### src/rtl/image_stream_ctrl.sv
// Frame sequencer: reads a 1-cycle-latency pixel source in raster order and
// emits the frame as a valid/ready stream with coordinates and frame markers.
// rd_en and the markers are combinational from registered state (rd_en also
// sees m_ready through the pop term) so a 2-entry buffer sustains one pixel
// per cycle. In continuous mode with m_ready held high, the first pixel of
// the next frame is valid GAP_CYCLES+4 cycles after the m_eof handshake.
module image_stream_ctrl #(
    parameter int unsigned IMG_WIDTH  = 640,
    parameter int unsigned IMG_HEIGHT = 480,
    parameter int unsigned DATA_WIDTH = 8,
    parameter int unsigned GAP_CYCLES = 16,
    parameter bit          NEGA       = 1'b0,
    localparam int unsigned PIXELS    = IMG_WIDTH * IMG_HEIGHT,
    localparam int unsigned AW        = $clog2(PIXELS),
    localparam int unsigned HW        = $clog2(IMG_WIDTH),
    localparam int unsigned VW        = (IMG_HEIGHT > 1) ? $clog2(IMG_HEIGHT) : 1
) (
    input  logic                  clk,
    input  logic                  n_rst,
    input  logic                  start,
    input  logic                  stop,
    input  logic                  continuous,
    output logic                  rd_en,
    output logic [AW-1:0]         rd_addr,
    input  logic [DATA_WIDTH-1:0] rd_data,
    output logic                  m_valid,
    input  logic                  m_ready,
    output logic [DATA_WIDTH-1:0] m_data,
    output logic [HW-1:0]         m_hcount,
    output logic [VW-1:0]         m_vcount,
    output logic                  m_sof,
    output logic                  m_eol,
    output logic                  m_eof,
    output logic                  busy,
    output logic [15:0]           frame_cnt
);

    localparam int unsigned GW = (GAP_CYCLES > 1) ? $clog2(GAP_CYCLES) : 1;

    typedef enum logic [1:0] {
        S_IDLE,
        S_RUN,
        S_DRAIN,
        S_GAP
    } state_t;

    state_t                state_q;
    state_t                state_d;
    logic [AW-1:0]         addr_q;
    logic                  stop_req_q;
    logic [GW-1:0]         gap_q;
    logic                  inflight_q;
    logic [DATA_WIDTH-1:0] mem0_q;
    logic [DATA_WIDTH-1:0] mem1_q;
    logic                  wr_ptr_q;
    logic                  rd_ptr_q;
    logic [1:0]            count_q;
    logic [HW-1:0]         h_q;
    logic [VW-1:0]         v_q;
    logic [15:0]           frame_q;

    logic                  pop;
    logic [2:0]            pending;
    logic                  issue;
    logic                  last_issue;
    logic                  stop_any;
    logic                  h_last;
    logic                  v_last;

    // Handshake, outstanding-pixel accounting and read issue decision
    assign m_valid    = (count_q != 2'd0);
    assign pop        = m_valid & m_ready;
    assign pending    = 3'(count_q) + 3'(inflight_q);
    assign issue      = (state_q == S_RUN) && ((pending - 3'(pop)) < 3'd2);
    assign last_issue = issue && (addr_q == AW'(PIXELS - 1));
    assign stop_any   = stop_req_q | stop;

    assign h_last     = (h_q == HW'(IMG_WIDTH - 1));
    assign v_last     = (v_q == VW'(IMG_HEIGHT - 1));

    assign rd_en      = issue;
    assign rd_addr    = addr_q;
    assign m_data     = rd_ptr_q ? mem1_q : mem0_q;
    assign m_hcount   = h_q;
    assign m_vcount   = v_q;
    assign m_sof      = m_valid && (h_q == '0) && (v_q == '0);
    assign m_eol      = m_valid && h_last;
    assign m_eof      = m_valid && h_last && v_last;
    assign busy       = (state_q != S_IDLE);
    assign frame_cnt  = frame_q;

    // State register
    always_ff @(posedge clk or negedge n_rst) begin
        if (!n_rst) begin
            state_q <= S_IDLE;
        end else begin
            state_q <= state_d;
        end
    end

    // Next-state logic
    always_comb begin
        state_d = state_q;
        case (state_q)
            S_IDLE: begin
                if (start) begin
                    state_d = S_RUN;
                end
            end
            S_RUN: begin
                if (last_issue) begin
                    state_d = S_DRAIN;
                end
            end
            S_DRAIN: begin
                if (pending == 3'd0) begin
                    if (stop_any || !continuous) begin
                        state_d = S_IDLE;
                    end else if (GAP_CYCLES == 0) begin
                        state_d = S_RUN;
                    end else begin
                        state_d = S_GAP;
                    end
                end
            end
            S_GAP: begin
                if (stop_any) begin
                    state_d = S_IDLE;
                end else if (gap_q == GW'(GAP_CYCLES - 1)) begin
                    state_d = S_RUN;
                end
            end
            default: state_d = S_IDLE;
        endcase
    end

    // Read address, stop request, gap timer and in-flight tracking
    always_ff @(posedge clk or negedge n_rst) begin
        if (!n_rst) begin
            addr_q     <= '0;
            stop_req_q <= 1'b0;
            gap_q      <= '0;
            inflight_q <= 1'b0;
        end else begin
            inflight_q <= issue;
            if (issue) begin
                addr_q <= last_issue ? '0 : addr_q + 1'b1;
            end
            if (state_q == S_IDLE) begin
                stop_req_q <= start & stop;
            end else if (stop) begin
                stop_req_q <= 1'b1;
            end
            if (state_q == S_GAP) begin
                gap_q <= gap_q + 1'b1;
            end else begin
                gap_q <= '0;
            end
        end
    end

    // Two-entry output buffer; source data is optionally inverted on write
    always_ff @(posedge clk or negedge n_rst) begin
        if (!n_rst) begin
            mem0_q   <= '0;
            mem1_q   <= '0;
            wr_ptr_q <= 1'b0;
            rd_ptr_q <= 1'b0;
            count_q  <= 2'd0;
        end else begin
            if (inflight_q) begin
                if (wr_ptr_q) begin
                    mem1_q <= NEGA ? ~rd_data : rd_data;
                end else begin
                    mem0_q <= NEGA ? ~rd_data : rd_data;
                end
                wr_ptr_q <= ~wr_ptr_q;
            end
            if (pop) begin
                rd_ptr_q <= ~rd_ptr_q;
            end
            count_q <= count_q + 2'(inflight_q) - 2'(pop);
        end
    end

    // Output raster coordinates and completed-frame counter
    always_ff @(posedge clk or negedge n_rst) begin
        if (!n_rst) begin
            h_q     <= '0;
            v_q     <= '0;
            frame_q <= 16'd0;
        end else if (pop) begin
            if (h_last) begin
                h_q <= '0;
                v_q <= v_last ? '0 : v_q + 1'b1;
                if (v_last) begin
                    frame_q <= frame_q + 16'd1;
                end
            end else begin
                h_q <= h_q + 1'b1;
            end
        end
    end

endmodule

### config.mk
export PLATFORM = sky130hd
export DESIGN_NAME = image_stream_ctrl
export DESIGN_NICKNAME = d
export VERILOG_FILES = /design/src/rtl/image_stream_ctrl.sv
export SDC_FILE = /design/constraint.sdc
export NUM_CORES = 1
export LEC_CHECK = 0
export ABC_AREA = 1
export BUFFER_PORTS_ARGS = -buffer_cell sky130_fd_sc_hd__buf_2
export CAP_MARGIN = 30
export CELL_PAD_IN_SITES_DETAIL_PLACEMENT = 0
export CELL_PAD_IN_SITES_GLOBAL_PLACEMENT = 1
export CORE_ASPECT_RATIO = 0.6
export CORE_MARGIN = 2
export CORE_UTILIZATION = 37
export CTS_CLUSTER_SIZE = 14
export DETAILED_ROUTE_END_ITERATION = 10
export PLACE_DENSITY = 0.79
export RECOVER_POWER = 100
export SLEW_MARGIN = 30
export SYNTH_ARGS = -nofsm -noshare
export SYNTH_HDL_FRONTEND = slang
export SYNTH_SLANG_ARGS = --single-unit
export TNS_END_PERCENT = 100
### constraint.sdc
create_clock -name clk -period 2.1 [get_ports clk]
set_input_delay 0.42 -clock clk [delete_from_list [all_inputs] [get_ports clk]]
set_output_delay 0.42 -clock clk [all_outputs]
set_load 0.005 [all_outputs]
==> reports/summary.txt, run 1 <==
Worst Path Arrival: 1.87 ns
total CTS buffers: 9
grt met1 use: 0.284
Hold Crit Class: primary input to async pin
period utilization: 1.09
H-tree depth: 3
Die H: 89.2 um
maximum clock insertion buffer count: 2
first-pass GRT wire length: 18600 um
failing checks: negative setup slack
CTS tree: built
Nets: 693
fill count: 1174
initial antenna violation count: 0
gr usage total: 0.182
synth warn: 0
Max-cap violations: 0
Cells after Synth: 557
top cell type by total area after synthesis: dfrtp_1
Mapped Nets: 583
Port Buffers: 81
WS Path Type: flip-flop to primary output
Slew @ Worst Pin: 1.00 ns
Clock Root Buffer: clkbuf_16
fin util: 0.484
Cell Rows: 31
total core area: 11900 sq um
mapped cell area: 4480 sq um
clk_lat worst skew: 0.34 ns
IO Count: 82
worst setup margin: -0.187 ns
Hold WS: 0.249 ns
Tmin final: 2.29 ns
Ant. Diodes: 0
vias in the first global route: 3623
Netlist cell types: 34
syn_area_per_cell: 8.04 sq um
Slew Viols, Final: 0
Synth area leaders: dfrtp_1, nand2_1, inv_1
peak supply drop: 0.559 mV
crit end category: primary output
Setup violations, final: 11
pwr dens: 1110 nW/um^2
WL/cell: 13.6 um
FF+latch count, synth: 82
RSZ-0062 raised after global routing: yes
pin count of the biggest net entering global routing: 40
Sink Count: 82
fin cells: 837
busiest layer in global routing: met1
required time of the critical path: 1.68 ns
vias per std cell: 4.73
crit-path max FO: 2
Inst Count DP: 814
Vias: 3960
slew margin rel.: 0.332
Iter 0 DRT Violations: 280
skew final: 0.0116 ns
area delta synth->final: 29.2%
LEAKAGE: 2.91 nW
RD Place Congestion: 0.860
clk slew on worst S/H paths: 0.07 ns
Starting Density: 0.375
status: complete, but fails checks
grt total ovfl: 0
Fmax: 437 MHz
final hold violations: 0
Final ANT Viol Nets: 0
final WL: 11400 um
DRC Markers: 0
Die X: 146 um
met2 Track Usage GR: 0.250
Seq/Total Area, Yosys: 0.458
M3 GR Usage: 0.0408
CTS Hold Bufs: 0
drt pass-1 iters: 4
DP HPWL: 8330 um
DIE AREA: 13000 sq um
crit start category: flip-flop
layout cells sized above 1: 0.214
top-area cell type share of the netlist area: 0.458
-- final timing paths --
path	start	endpoint	slack, ns	cells after the start
worst max-delay path	inflight_q	rd_en	-0.19	9
worst min-delay path	n_rst	m_hcount[9]	0.25	1
min in group clk	stop	stop_req_q	0.34	3
worst max register to register	inflight_q	rd_addr[13]	-0.14	14
worst min register to register	gap_q[0]	gap_q[0]	0.46	1
max in group asynchronous	n_rst	gap_q[3]	0.80	2
-- worst max-delay path, cell delays in order (launching register included) --
cell,delay (ns)
dfrtp_1,0.40
ha_2,0.21
ha_4,0.27
inv_2,0.04
ha_4,0.25
inv_2,0.04
nor2_4,0.09
nand2_2,0.09
inv_4,0.07
buf_6,0.09
-- flip-flops by register name, indices dropped and copies added, names as in the netlist, 2 cells and up --
name / cells
rd_addr: 19
frame_cnt: 16
m_hcount: 10
m_vcount: 9
mem0_q: 8
mem1_q: 8
gap_q: 4
count_q: 2
state_q: 2
-- per-layer routing --
layer  part of all wire  wire [um]
met3              0.044        504
met1               0.54       6140
met5                  0          0
met4             0.0066         75
met2               0.41       4650
-- what timing repair did --
action | CTS | global route
gates resized for setup | 25 | 32
setup buffers | 6 | 3
pin swaps | 7 | 18
endpoints found under the setup margin | 15 | 22
-- where the power goes --
group | leakage, nW | internal [W] | switching, W
Sequential | 1.03 | 0.00196 | 0.000342
Clock | 0.183 | 0.00132 | 0.000652
Combinational | 1.70 | 0.000903 | 0.00124
Total | 2.91 | 0.00418 | 0.00223
-- logic make-up (layout without fill, tap and decap cells) --
| family | Yosys count | count (layout) | synth area share |
|---|---|---|---|
| buf+inv | 75 | 190 | 0.0746 |
| xor+xnor | 30 | 30 | 0.0604 |
| fa+ha+maj | 12 | 12 | 0.0335 |
| compound gates | 44 | 44 | 0.0506 |
| flops | 82 | 82 | 0.458 |
| simple gates | 314 | 314 | 0.323 |
-- metrics by stage --
stage                     cell area (sq um)  setup slack (ns)  power (W)  TNS (ns)
after global placement                 5180            0.0227    0.00418         0
after CTS                              5720            -0.194    0.00643    -0.477
final                                  5790            -0.187    0.00642    -0.799
after floorplan                        4490           0.00277    0.00342         0
after detailed placement               5180           -0.0803    0.00423    -0.406
after global routing                   5790            -0.241    0.00688     -3.55
-- synth_stat cells --
cell type,n
nor2_1,58
dfrtp_1,82
inv_1,61
nand4_2,1
o21ai_0,28
nor3_1,15
nor2_4,4
a31oi_1,1
xor2_2,1
a21o_1,1
nand2_2,5
nor2_2,8
nand2_1,160
nand4_1,13
a21oi_1,11
nor2_8,2
xor2_1,12
nand4_4,2
and2_1,2
clkbuf_1,5
nand2_4,1
xnor2_1,17
nand3_1,38
buf_6,6
inv_2,1
ha_1,12
or2_1,1
inv_4,1
o21ai_1,2
nand3_2,1
nor4_1,2
and3_1,1
clkinv_4,1
o31ai_1,1
-- layout make-up --
| class | count | area [sq um] | area share |
|---|---|---|---|
| Clock buffer | 10 | 239 | 0.0413 |
| Sequential cell | 82 | 2050 | 0.355 |
| Clock inverter | 6 | 138 | 0.0238 |
| Inverter | 64 | 248 | 0.0428 |
| Timing Repair Buffer | 110 | 584 | 0.101 |
| Multi-Input combinational cell | 400 | 2320 | 0.401 |
| Tap cell | 165 | 206 | 0.0357 |
-- placed cells by master (no fill, tap or decap), types with 5 or more instances in the layout --
master and count:
a21oi_1 11, buf_2 43, buf_4 13, buf_6 8
clkbuf_1 41, clkbuf_16 9, dfrtp_1 82, ha_1 7
inv_1 57, inv_2 5, nand2_1 156, nand2_2 7
nand3_1 29, nand3_2 6, nand4_1 13, nor2_1 52
nor2_2 6, nor2_4 12, nor3_1 13, o21ai_0 28
xnor2_1 16, xor2_1 12
Note: power is estimated with default switching activity, not from simulation.
==> run 2, diff against run 1 <==
--- a/config.mk
+++ b/config.mk
@@ -5,14 +5,13 @@
 export SDC_FILE = /design/constraint.sdc
 export NUM_CORES = 1
 export LEC_CHECK = 0
-export ABC_AREA = 1
-export BUFFER_PORTS_ARGS = -buffer_cell sky130_fd_sc_hd__buf_2
+export BUFFER_PORTS_ARGS = -buffer_cell sky130_fd_sc_hd__clkbuf_2
 export CAP_MARGIN = 30
 export CELL_PAD_IN_SITES_DETAIL_PLACEMENT = 0
 export CELL_PAD_IN_SITES_GLOBAL_PLACEMENT = 1
 export CORE_ASPECT_RATIO = 0.6
 export CORE_MARGIN = 2
-export CORE_UTILIZATION = 37
+export CORE_UTILIZATION = 39
 export CTS_CLUSTER_SIZE = 14
 export DETAILED_ROUTE_END_ITERATION = 10
 export PLACE_DENSITY = 0.79
==> reports/summary.txt, run 2 <==
Vias: 3293 (was 3960)
Buf+Inv Stages, Crit Path: 3 (was 4)
FF+latch count, synth: 82 (unchanged)
Ant. Diodes: 0 (unchanged)
Setup violations, final: 19 (was 11)
crit end category: primary output (unchanged)
IO Count: 82 (unchanged)
Synth area leaders: dfrtp_1, mux2_2, xnor2_1 (was dfrtp_1, nand2_1, inv_1)
required time of the critical path: 1.68 ns (about the same)
Die H: 84.1 um (was 89.2 um)
final WL: 9880 um (was 11400 um)
gr usage total: 0.182 (about the same)
first-pass GRT wire length: 16200 um (was 18600 um)
layout cells sized above 1: 0.329 (was 0.214)
top cell type by total area after synthesis: dfrtp_1 (unchanged)
total core area: 10500 sq um (was 11900 sq um)
period utilization: 1.11 (was 1.09)
Most used DFF post-synth: dfrtp_1 (unchanged)
Starting Density: 0.397 (was 0.375)
H-tree depth: 3 (unchanged)
syn_area_per_cell: 11.0 sq um (was 8.04 sq um)
top-area cell type share of the netlist area: 0.492 (was 0.458)
Port Buffers: 81 (unchanged)
R2R setup slack: -0.17 ns (was -0.14 ns)
CP max stage cell: dfrtp_1 (unchanged)
DP HPWL: 7280 um (was 8330 um)
DRC Markers: 0 (unchanged)
max reg flops: 19 (unchanged)
commonest non-fill, non-tap cell in the layout: dfrtp_1 (was nand2_1)
Inst Count DP: 615 (was 814)
Final ANT Viol Nets: 0 (unchanged)
Die X: 137 um (was 146 um)
clk_lat worst skew: 0.33 ns (was 0.34 ns)
CP max stage delay: 0.39 ns (was 0.40 ns)
final hold violations: 0 (unchanged)
peak supply drop: 0.552 mV (was 0.559 mV)
fin cells: 634 (was 837)
RD Place Congestion: 0.857 (was 0.860)
clk slew on worst S/H paths: 0.06 ns (was 0.07 ns)
slew margin rel.: 0.407 (was 0.332)
Hold Crit Class: primary input to async pin (unchanged)
Setup TNS: -1.85 ns (was -0.799 ns)
Nets: 517 (was 693)
status: complete, but fails checks (unchanged)
CTS tree: built (unchanged)
Cell Rows: 29 (was 31)
DIE AREA: 11600 sq um (was 13000 sq um)
skew final: 0.00780 ns (was 0.0116 ns)
WS Path Type: flip-flop to primary output (unchanged)
Max-cap violations: 0 (unchanged)
initial antenna violation count: 0 (unchanged)
mapped cell area: 4170 sq um (was 4480 sq um)
total CTS buffers: 9 (unchanged)
Slew Viols, Final: 0 (unchanged)
crit start category: flip-flop (unchanged)
EDFF count, synth: 0 (unchanged)
RSZ-0062 raised after global routing: yes (unchanged)
Worst Path Arrival: 1.91 ns (was 1.87 ns)
ys async rst share: 1.00 (unchanged)
crit-path cells: ha_2, ha_4, inv_2, ha_4, nand3b_4, buf_6, nor2_4, clkbuf_2 (was ha_2, ha_4, inv_2, ha_4, inv_2, nor2_4, nand2_2, inv_4, buf_6)
leading cell types in the layout, fill and taps excluded: dfrtp_1, clkbuf_2, clkbuf_1, mux2_2, nand3_1 (was nand2_1, dfrtp_1, inv_1, nor2_1, buf_2)
LEAKAGE: 2.50 nW (was 2.91 nW)
Netlist cell types: 49 (was 34)
crit-path max FO: 2 (unchanged)
synth warn: 0 (unchanged)
failing checks: negative setup slack (unchanged)
Slew @ Worst Pin: 0.890 ns (was 1.00 ns)
CP dominant cell by count: ha_4
Mapped Nets: 406 (was 583)
vias per std cell: 5.19 (was 4.73)
Clock Root Buffer: clkbuf_16 (unchanged)
Sink Count: 82 (unchanged)
area delta synth->final: 27.9% (was 29.2%)
Seq/Total Area, Yosys: 0.492 (was 0.458)
worst setup margin: -0.230 ns (was -0.187 ns)
pin count of the biggest net entering global routing: 35 (was 40)
Cells after Synth: 380 (was 557)
most common cell in the synthesized netlist: dfrtp_1 (was nand2_1)
Commonest cells post-synth: dfrtp_1, mux2_2, nand3_1, nand2_1, xnor2_1 (was nand2_1, dfrtp_1, inv_1, nor2_1, nand3_1)
pwr dens: 1150 nW/um^2 (was 1110 nW/um^2)
Fmax: 429 MHz (was 437 MHz)
Crit path max-delay family: adder cells (unchanged)
vias in the first global route: 3210 (was 3623)
Tmin final: 2.33 ns (was 2.29 ns)
drt pass-1 iters: 4 (unchanged)
maximum clock insertion buffer count: 2 (unchanged)
WL/cell: 15.6 um (was 13.6 um)
CTS Hold Bufs: 0 (unchanged)
Iter 0 DRT Violations: 128 (was 280)
grt total ovfl: 0 (unchanged)
run 2: cell count changes in the layout (fill, tap and decap cells not counted), moves of 7 or more:
cell,delta
buf_2,-42
nand2_2,-7
clkbuf_1,-12
mux2_2,+27
nor2_1,-35
nand2_1,-135
clkbuf_2,+59
o21ai_0,-12
nor2_4,-10
inv_1,-40
nand3_1,-7
run 2: metrics by stage:
step	total power [W]	util	hold WS [ns]	setup slack (ns)	area, sq um
after floorplan	0.00342	-	0.124	-0.0255	4210
after global placement	0.00419	0.472	0.406	-0.0566	4950
after detailed placement	0.00428	0.472	0.411	-0.121	4950
after CTS	0.00623	0.513	0.0513	-0.252	5380
after global routing	0.00652	0.508	0.275	-0.304	5330
final	0.00611	0.508	0.200	-0.230	5330
run 2: repair_timing:
| item | in CTS | in global routing |
|---|---|---|
| pin swaps | 16 | 5 |
| hold endpoints to repair | 0 | 0 |
| gates resized for setup | 19 | 13 |
| setup endpoints to repair | 17 | 23 |
| buffers inserted | 3 | 1 |
run 2: layout make-up:
cell class / instances / area, sq um
clock buffers: 9 / 225
clock inverters: 6 / 91.3
fillers: 944 / 5160
inverters: 18 / 67.6
multi-input cells: 270 / 2140
flip-flops and latches: 82 / 2050
well taps: 139 / 174
repair buffers: 110 / 584
run 2: worst paths after layout:
kind / start / cells after the start / end
setup / recovery: count_q[0] / 8 / rd_en
hold reg to reg: gap_q[0] / 1 / gap_q[0]
min in group clk: rd_data[4] / 2 / mem1_q[4]
max in group asynchronous: n_rst / 2 / inflight_q
hold / removal: n_rst / 1 / m_vcount[2]
setup reg to reg: count_q[0] / 10 / rd_addr[10]
run 2: power breakdown:
group / switching (W) / leakage [nW] / internal (W)
logic: 0.00102 / 1.32 / 0.00115
registers: 0.000322 / 1.03 / 0.00192
clock network: 0.000653 / 0.156 / 0.00104
total: 0.00200 / 2.50 / 0.00411
run 2: per-layer routing:
| metal | share of wire | wire length, um | vias up | global-route usage |
|---|---|---|---|---|
| met5 | 0 | 0 | - | 0 |
| met4 | 0.0066 | 65 | 0 | 0.0440 |
| met3 | 0.039 | 389 | 7 | 0.0437 |
| met2 | 0.44 | 4340 | 58 | 0.261 |
| met1 | 0.51 | 5090 | 1627 | 0.274 |
| li1 | - | - | 1601 | - |
run 2: kinds of logic (layout without fill, tap and decap cells):
family	after synthesis	in the layout	share of synthesized area
and+or+nand+nor	147	147	0.219
DFF	82	82	0.492
AOI/OAI and AO/OA	43	43	0.0616
xor gates and xnor gates	40	40	0.0841
muxes	28	28	0.0754
buffers and inverters	28	143	0.0312
adders and majority gates	12	12	0.0360
==> run 3, diff against run 2 <==
--- a/config.mk
+++ b/config.mk
@@ -9,7 +9,6 @@
 export CAP_MARGIN = 30
 export CELL_PAD_IN_SITES_DETAIL_PLACEMENT = 0
 export CELL_PAD_IN_SITES_GLOBAL_PLACEMENT = 1
-export CORE_ASPECT_RATIO = 0.6
 export CORE_MARGIN = 2
 export CORE_UTILIZATION = 39
 export CTS_CLUSTER_SIZE = 14
==> reports/summary.txt, run 3 (synthesis results as in run 2) <==
H-tree depth: 3 (unchanged)
Slew Viols, Final: 0 (unchanged)
Port Buffers: 81 (unchanged)
failing checks: negative setup slack (unchanged)
CP dominant cell by count: ha_4 (unchanged)
RD Place Congestion: 0.784 (was 0.857)
IO Count: 82 (unchanged)
CP max stage cell: dfrtp_1 (unchanged)
grt met1 use: 0.238 (was 0.274)
Vias: 3356 (was 3293)
Max-cap violations: 0 (unchanged)
Hold WS: 0.170 ns (was 0.200 ns)
Final ANT Viol Nets: 0 (unchanged)
crit-path cells: ha_2, ha_4, inv_2, ha_4, buf_6, xor2_4, nor2_4, clkbuf_2 (was ha_2, ha_4, inv_2, ha_4, nand3b_4, buf_6, nor2_4, clkbuf_2)
Worst Path Arrival: 1.91 ns (about the same)
crit start category: flip-flop (unchanged)
status: complete, but fails checks (unchanged)
layout cells sized above 1: 0.352 (was 0.329)
clk_lat worst skew: 0.36 ns (was 0.33 ns)
DRC Markers: 0 (unchanged)
pwr dens: 1120 nW/um^2 (was 1150 nW/um^2)
fill count: 960 (was 944)
LEAKAGE: 2.53 nW (was 2.50 nW)
pin count of the biggest net entering global routing: 35 (unchanged)
drt pass-1 iters: 4 (unchanged)
slew margin rel.: 0.407 (about the same)
Place WS: -0.165 ns (was -0.121 ns)
CTS Hold Bufs: 0 (unchanged)
WS Path Type: flip-flop to primary output (unchanged)
Starting Density: 0.402 (was 0.397)
DIE AREA: 11500 sq um (was 11600 sq um)
gr usage total: 0.176 (was 0.182)
FF/Latch Area: 2050 sq um (unchanged)
Die H: 107 um (was 84.1 um)
RSZ-0062 raised after global routing: yes (unchanged)
Sink Count: 82 (unchanged)
max reg flops: 19 (unchanged)
CTS tree: built (unchanged)
Die X: 107 um (was 137 um)
Iter 0 DRT Violations: 132 (was 128)
Slew @ Worst Pin: 0.889 ns (was 0.890 ns)
skew final: 0.0104 ns (was 0.00780 ns)
clk slew on worst S/H paths: 0.09 ns (was 0.06 ns)
R2R setup slack: -0.14 ns (was -0.17 ns)
peak supply drop: 0.535 mV (was 0.552 mV)
busiest layer in global routing: met2 (was met1)
DP HPWL: 6850 um (was 7280 um)
Hold Crit Class: primary input to async pin (unchanged)
Power Total: 0.00608 W (was 0.00611 W)
leading cell types in the layout, fill and taps excluded: dfrtp_1, clkbuf_2, clkbuf_1, mux2_2, nand3_1 (unchanged)
area delta synth->final: 30.8% (was 27.9%)
worst setup margin: -0.226 ns (was -0.230 ns)
met2 Track Usage GR: 0.278 (was 0.261)
WL/cell: 15.1 um (was 15.6 um)
Fmax: 430 MHz (was 429 MHz)
final WL: 9760 um (was 9880 um)
vias in the first global route: 3200 (was 3210)
RR Startpoint: count_q[0] (unchanged)
Ant. Diodes: 0 (unchanged)
period utilization: 1.11 (about the same)
crit end category: primary output (unchanged)
final hold violations: 0 (unchanged)
crit-path max FO: 2 (unchanged)
vias per std cell: 5.18 (was 5.19)
grt total ovfl: 0 (unchanged)
CP max stage delay: 0.39 ns (about the same)
R2R depth: 11 (was 10)
Cell Rows: 37 (was 29)
required time of the critical path: 1.68 ns (about the same)
initial antenna violation count: 0 (unchanged)
total CTS buffers: 9 (unchanged)
Nets: 533 (was 517)
Tmin final: 2.33 ns (about the same)
area occupied by multi-input gates: 2190 sq um (was 2140 sq um)
first-pass GRT wire length: 15900 um (was 16200 um)
r2r endpoint: rd_addr[5] (was rd_addr[10])
total core area: 10400 sq um (was 10500 sq um)
maximum clock insertion buffer count: 2 (unchanged)
Clock Root Buffer: clkbuf_8 (was clkbuf_16)
Setup violations, final: 22 (was 19)
M3 GR Usage: 0.0400 (was 0.0437)
commonest non-fill, non-tap cell in the layout: dfrtp_1 (unchanged)
-- run 3: timing repair --
action,in CTS,in global routing
pin swaps,22,10
cloned,0,0
resized for setup,37,19
setup endpoints to repair,20,23
buffers inserted,7,6
-- run 3: layout make-up --
class,count,share of cell area
timing repair buffer,126,0.135
multi-input combinational,270,0.401
sequential,82,0.376
tap,136,0.0312
inverter,18,0.0124
clock buffer,13,0.0310
clock inverter,3,0.0126
-- run 3: metrics by stage --
| step | TNS (ns) | cell area (sq um) | util | instances |
|---|---|---|---|---|
| global route | -4.55 | 5450 | 0.526 | 648 |
| floorplan | -0.107 | 4210 | - | 380 |
| global placement | -0.468 | 4980 | 0.480 | 620 |
| detailed placement | -1.23 | 4980 | 0.480 | 620 |
| CTS | -1.54 | 5430 | 0.524 | 643 |
| finish | -2.11 | 5450 | 0.526 | 648 |
-- run 3: how the worst max path moves through the flow --
stage	from	to	slack, ns	cells past startpoint
floorplan	count_q[0]	rd_addr[18]	-0.03	8
global placement	count_q[0]	rd_addr[13]	-0.08	8
detailed placement	count_q[0]	rd_addr[15]	-0.16	8
CTS	inflight_q	rd_en	-0.23	7
global route	count_q[0]	rd_en	-0.31	8
finish	count_q[0]	rd_en	-0.23	8
-- run 3: layer usage --
layer,vias up,wire length [um],part of all wire
met3,14,360,0.037
met5,-,0,0
li1,1630,-,-
met1,1659,4530,0.46
met4,0,162,0.017
met2,53,4710,0.48
-- run 3: report_power, final --
group	total [W]	switching, W	internal, W
clock	0.00135	0.000578	0.000773
combinational	0.00250	0.00111	0.00139
sequential	0.00222	0.000308	0.00192
total	0.00608	0.00200	0.00408
-- run 3: critical path, delay by kind of cell (launching register included) --
family,cells,cell delay [ns]
buffers and inverters,3,0.28
AND/OR/NAND/NOR,1,0.12
flip-flops,1,0.39
XOR/XNOR,1,0.15
adder cells (fa/ha/maj),3,0.61
